File: src/rtl/datapath_sequencer.sv
// Moore sequencer for the 8x16 register-file datapath: one command per start pulse.
// Define SEQ_FAST_DONE_EN to drop the DONE state and raise done in the WRITE cycle.
module datapath_sequencer #(
    parameter int DW = 16,
    parameter int RW = 3
) (
    input  logic          clk,
    input  logic          reset,
    input  logic          start,
    input  logic [1:0]    op,
    input  logic [RW-1:0] rd,
    input  logic [RW-1:0] rn,
    input  logic [RW-1:0] rm,
    input  logic [DW-1:0] imm,
    output logic [RW-1:0] readnum,
    output logic [RW-1:0] writenum,
    output logic          write,
    output logic          loada,
    output logic          loadb,
    output logic          loadc,
    output logic          asel,
    output logic          vsel,
    output logic [1:0]    alu_op,
    output logic [DW-1:0] datapath_in,
    output logic          busy,
    output logic          done
);

    localparam logic [1:0] OP_MOVI = 2'b00;
    localparam logic [1:0] OP_MOVR = 2'b01;
    localparam logic [1:0] OP_AND  = 2'b11;
    localparam logic [1:0] ALU_ADD = 2'b00;
    localparam logic [1:0] ALU_AND = 2'b01;

    typedef enum logic [2:0] {
        S_IDLE   = 3'd0,
        S_LOAD_A = 3'd1,
        S_LOAD_B = 3'd2,
        S_EXEC   = 3'd3,
        S_WRITE  = 3'd4
`ifndef SEQ_FAST_DONE_EN
        , S_DONE = 3'd5
`endif
    } state_t;

    state_t        state_q, state_d;
    logic [1:0]    op_q, op_d;
    logic [RW-1:0] rd_q, rd_d;
    logic [RW-1:0] rn_q, rn_d;
    logic [RW-1:0] rm_q, rm_d;
    logic [DW-1:0] imm_q, imm_d;

    // State and command-field registers
    always_ff @(posedge clk or posedge reset) begin
        if (reset) begin
            state_q <= S_IDLE;
            op_q    <= 2'b00;
            rd_q    <= '0;
            rn_q    <= '0;
            rm_q    <= '0;
            imm_q   <= '0;
        end else begin
            state_q <= state_d;
            op_q    <= op_d;
            rd_q    <= rd_d;
            rn_q    <= rn_d;
            rm_q    <= rm_d;
            imm_q   <= imm_d;
        end
    end

    // Next-state, field capture and Moore output decode
    always_comb begin
        state_d  = S_IDLE;
        op_d     = op_q;
        rd_d     = rd_q;
        rn_d     = rn_q;
        rm_d     = rm_q;
        imm_d    = imm_q;
        readnum  = '0;
        writenum = '0;
        write    = 1'b0;
        loada    = 1'b0;
        loadb    = 1'b0;
        loadc    = 1'b0;
        asel     = 1'b0;
        vsel     = 1'b0;
        alu_op   = ALU_ADD;
        done     = 1'b0;
        case (state_q)
            S_IDLE: begin
                if (start) begin
                    op_d  = op;
                    rd_d  = rd;
                    rn_d  = rn;
                    rm_d  = rm;
                    imm_d = imm;
                    case (op)
                        OP_MOVI: state_d = S_WRITE;
                        OP_MOVR: state_d = S_LOAD_B;
                        default: state_d = S_LOAD_A;
                    endcase
                end else begin
                    state_d = S_IDLE;
                end
            end
            S_LOAD_A: begin
                readnum = rn_q;
                loada   = 1'b1;
                state_d = S_LOAD_B;
            end
            S_LOAD_B: begin
                readnum = rm_q;
                loadb   = 1'b1;
                state_d = S_EXEC;
            end
            S_EXEC: begin
                // MOVR goes through the adder as 0 + Rm
                loadc   = 1'b1;
                asel    = (op_q == OP_MOVR);
                alu_op  = (op_q == OP_AND) ? ALU_AND : ALU_ADD;
                state_d = S_WRITE;
            end
            S_WRITE: begin
                writenum = rd_q;
                write    = 1'b1;
                vsel     = (op_q == OP_MOVI);
`ifdef SEQ_FAST_DONE_EN
                done     = 1'b1;
                state_d  = S_IDLE;
`else
                state_d  = S_DONE;
`endif
            end
`ifndef SEQ_FAST_DONE_EN
            S_DONE: begin
                done    = 1'b1;
                state_d = S_IDLE;
            end
`endif
            default: begin
                state_d = S_IDLE;
            end
        endcase
    end

    assign datapath_in = imm_q;
    assign busy        = (state_q != S_IDLE);

endmodule
File: config.mk
export PLATFORM = sky130hd
export DESIGN_NAME = datapath_sequencer
export DESIGN_NICKNAME = d
export VERILOG_FILES = /design/src/rtl/datapath_sequencer.sv
export SDC_FILE = /design/constraint.sdc
export NUM_CORES = 1
export LEC_CHECK = 0
export BUFFER_PORTS_ARGS = -buffer_cell sky130_fd_sc_hd__buf_2
export CAP_MARGIN = 20
export CORE_ASPECT_RATIO = 1.25
export CORE_UTILIZATION = 35
export CTS_BUF_LIST = sky130_fd_sc_hd__clkbuf_4 sky130_fd_sc_hd__clkbuf_8
export CTS_CLUSTER_SIZE = 14
export DETAILED_ROUTE_END_ITERATION = 16
export GPL_TIMING_DRIVEN = 0
export PLACE_DENSITY = 0.67
export SYNTH_ARGS = -nofsm -noshare
export SYNTH_HDL_FRONTEND = slang
export SYNTH_SLANG_ARGS = --single-unit
File: constraint.sdc
create_clock -name clk -period 1.8 [get_ports clk]
set_input_delay 0.09 -clock clk [delete_from_list [all_inputs] [get_ports clk]]
set_output_delay 0.09 -clock clk [all_outputs]
set_load 0.03 [all_outputs]
* Word-level counts from Yosys, hierarchy flattened
Index checks and enable logic that the tools add are counted.
Widths: inputs -> output; s select.
** Word-level totals
- Register bits after elaboration :: 30
- Input bits :: 30
- Word-level logic and storage cells :: 33
** Cells by class
- Equal/unequal tests :: 8
- Mux-type cells :: 14
- Reduce and logical (&&, ||, !) cells :: 5
** Operator list (count)
- $pmux 3 s5 :: 1
- $pmux 3 s2 :: 2
- $mux 1 :: 9
- $eq 3x2->1 const B :: 2
- $eq 3x3->1 const B :: 2
- $mux 3 :: 2
- $eq 2x1->1 const B :: 2
- $logic_not 2->1 :: 2
- $eq 3x1->1 const B :: 1
- $logic_not 3->1 :: 1
- $reduce_bool 3->1 :: 1
- $eq 2x2->1 const B :: 1
- $reduce_and 2->1 :: 1

* Longest topological paths before layout
- Word-level depth :: 4
- Mapped depth :: 4
- Mapped depth without buffers :: 2

* Least setup slack after synthesis
Ideal clock, no wire load.
- Path type :: register to output
- Start :: reg state_q[1]
- End :: out vsel
- Arrival :: 2.257 ns
- Required time :: 1.710 ns
- Setup slack :: -0.547 ns
- Stages on the path, launching flop included :: 4
- Buffers on the path :: 1
- Cells stage by stage :: dfrtp_1 > buf_6 > nor3b_1 > nor3b_1
** On the way
- Word-level cells in the longest chain between the ends :: 2
** RTL lines
- start: declaration :: line 46 : state_t state_q, state_d;
- start signal: assignment :: line 63 : state_q <= state_d;
- $eq 3x3->1 :: line 90 : case (state_q)
- $mux 1 :: line 90
- end: declaration :: line 22 : output logic vsel,
No other way between the ends.

* Worst setup path after layout
- Start :: reg state_q[1]
- End :: out readnum[0]
** On the way
- Word-level cells in the longest chain between the ends :: 2
** RTL lines
- $eq 3x2->1 or $eq 3x1->1 (tied branches) :: line 90
- $pmux 3 s2 (*) :: line 90
- end: declaration :: line 15 : output logic [RW-1:0] readnum,
Mark *: on every way between the ends. The rest lies on a longest branch, timed or not.

==> results.json <==
{
  "worst_setup_path_start_kind": "flop",
  "postRouteAntennaNets": 0,
  "cp_slowest_cell": "dfrtp_1",
  "finalPower_mw": 3.70,
  "pwr-share-seq_pct": 32.7,
  "power_density_nw_per_um2": 1970,
  "worst_ep_arrival_time_ps": 1550,
  "syn-mean-instance-area_um2": 13.8,
  "clkSinkCount": 30,
  "synthTopCellsByArea": "dfrtp_1 55%, mux2_2 22%, nand3b_1 3.9%",
  "multi_input_area_um2": 554,
  "wl_um": 2850,
  "vias": 1029,
  "ir_drop_mv": 1.04,
  "num_rows": 24,
  "antennaDiodeCount": 0,
  "grt_pass1_vias": 1088,
  "critPathBufInv": 3,
  "yosysUniqueCellTypes": 23,
  "wl_per_cell_um": 13.6,
  "grt.overflow.total": 0,
  "yosys_warnings": 0,
  "mostFrequentLayoutCells": "61 x buf_2, 30 x dfrtp_1, 26 x mux2_2",
  "synthesis.nets": 128,
  "ys_ff_latch": 30,
  "place.gp.congestion": 0.680,
  "crit_chain": "buf_6, clkbuf_1, nand3b_1, a21oi_1, buf_2",
  "status": "finished, violations left",
  "slew_violations": 0,
  "synth_top_area_cell": "dfrtp_1",
  "required_ps": 1710,
  "die_area_um2": 4130,
  "violations": "DRC",
  "coreArea_um2": 3600,
  "synth_top_family_by_area": "multiplexers",
  "port_buffers": 60,
  "synthCells": 98,
  "reg2reg_depth": 4,
  "synth_mux_area_share_pct": 22.4,
  "combPwrFrac_pct": 50.8,
  "cp.depth": 5,
  "hold_path.class": "input pin to flop",
  "timing.fmax_mhz": 610,
  "fin_ws_ps": 161,
  "placed_area_um2": 1720,
  "tritoncts": "done",
  "clock_path_buffers": 2,
  "final_cells": 209,
  "synthSimpleGateAreaFrac_pct": 13.7,
  "finClkSkew_ps": 3.74,
  "io_pins": 62,
  "syn-cell-area_um2": 1360,
  "drt_iter0_markers": 13,
  "ys_seq_area_share_pct": 55.4,
  "first_pass_iters": 10,
  "num-nets-final": 199,
  "layout_min_cycle_time_ps": 1640,
  "cp_top_family": "buffers and inverters",
  "hold_depth": 2,
  "cap_violations": 0,
  "htreeDepth": 2,
  "cts-root-buf": "clkbuf_8",
  "n_fill_cell": 325,
  "initial_core_util_pct": 37.6,
  "synth_compound_area_share_pct": 3.78,
  "cts_buffers": 5,
  "antenna_found_initial": 0,
  "synth_xor_area_share_pct": 0,
  "finalInstanceArea_um2": 1880,
  "drive_gt1_share_pct": 62.4,
  "fin_crit_sh_pct": 91.0,
  "final_hold_viol_count": 0,
  "swShare_pct": 41.2,
  "final_common_cell": "buf_2",
  "drc_errors": 2,
  "power.switching_mw": 1.53,
  "place_inst": 197,
  "power_frac_clock_pct": 16.5,
  "synth_fa_ha_area_share_pct": 0,
  "rsz0062_at_grt": "false",
  "die_h_um": 71.6,
  "syn_to_final_growth_pct": 38.6,
  "critPathKind": "flop to output pin",
  "place_hpwl_um": 2200,
  "insertion_delay_ps": 270,
  "internal_power_mw": 2.18,
  "cp_max_fo": 10,
  "synth_top_area_share_pct": 55.4,
  "end_kind": "output pin",
  "grt_max_degree": 31,
  "clk_pin_slew_ps": 60,
  "grt_pass1_wl_um": 4770,
  "seqCellArea_um2": 751,
  "vias_per_cell": 4.92,
  "die_w_um": 57.7,
  "dp_slack_ps": -86.7,
  "power_leakage_nw": 0.934,
  "cp_slowest_stage_delay_ps": 340,
  "finalSetupViolCount": 0,
  "grt.total_usage_pct": 14.9
}
what timing repair did:
action,in CTS,in global routing
gates resized for setup,0,2
pin swaps,1,0
hold buffers,0,1
buffers inserted,2,0
hold endpoints to repair,0,8
setup endpoints to repair,20,1
cell families (layout without fill, tap and decap cells):
| kind of cell | Yosys count | after routing |
|---|---|---|
| flops | 30 | 30 |
| mux | 27 | 27 |
| simple gates | 23 | 23 |
| buf+inv | 9 | 81 |
| compound gates | 8 | 8 |
| other cells | 1 | 1 |
through the flow:
step	util [%]	setup TNS [ps]	hold WS, ps
final	52.2	0	39.3
after global routing	52.2	0	38.7
after CTS	51.1	0	35.7
after detailed placement	47.6	-1380	319
after global placement	47.6	-520	312
after floorplan	-	0	181
power by group through the flow:
stage / Combinational [mW] / Sequential, mW / Clock [mW]
floorplan: 1.03 / 1.56 / 0
global placement: 1.83 / 1.19 / 0
detailed placement: 1.88 / 1.22 / 0
CTS: 1.90 / 1.21 / 0.632
global route: 2.01 / 1.26 / 0.653
finish: 1.88 / 1.21 / 0.612
registers in the layout (all words and copies together) (netlist names):
register,cells
rm_q,3
state_q,3
op_q,2
datapath_in,16
rd_q,3
rn_q,3
area by class of cell:
type,instances,area share [%]
well taps,39,2.60
flip-flops and latches,30,39.9
inverters,1,0.200
plain buffers,8,3.13
multi-input cells,59,29.5
clock buffers,8,5.86
repair buffers,64,18.8
worst register-to-register path, cell delays in order, from the launching register on:
cell,delay (ps)
dfrtp_1,350
buf_2,170
nor4b_4,400
buf_6,210
mux2_2,350
metal layers:
metal	vias to the layer above	share of wire [%]	GRT usage (%)
li1	491	-	-
met2	37	54	26.0
met1	497	37	16.7
met5	-	0	0
met3	4	8.2	5.60
met4	0	0.88	4.76
synthesized netlist by cell type:
| library cell | count |
|---|---|
| a21oi_1 | 4 |
| a211o_1 | 1 |
| or3_1 | 1 |
| and4b_1 | 1 |
| a211oi_1 | 2 |
| conb_1 | 1 |
| nor2_1 | 1 |
| inv_1 | 1 |
| buf_6 | 3 |
| and4_1 | 1 |
| and2_1 | 3 |
| buf_4 | 1 |
| mux2_1 | 1 |
| nand3b_1 | 7 |
| a21o_1 | 1 |
| nor3b_1 | 5 |
| mux2_2 | 26 |
| nor2b_1 | 1 |
| nor4b_4 | 1 |
| and3b_1 | 2 |
| clkbuf_1 | 3 |
| buf_2 | 1 |
| dfrtp_1 | 30 |
final timing paths:
check	start	to	slack, ps
max	state_q[1]	readnum[0]	160
min	imm[6]	datapath_in[6]	40
max reg2reg	state_q[0]	rd_q[0]	210
min reg2reg	datapath_in[6]	datapath_in[6]	490
max in group asynchronous	reset	state_q[1]	1010
min in group asynchronous	reset	datapath_in[10]	350
No activity file was read; power rests on OpenSTA's default activity.
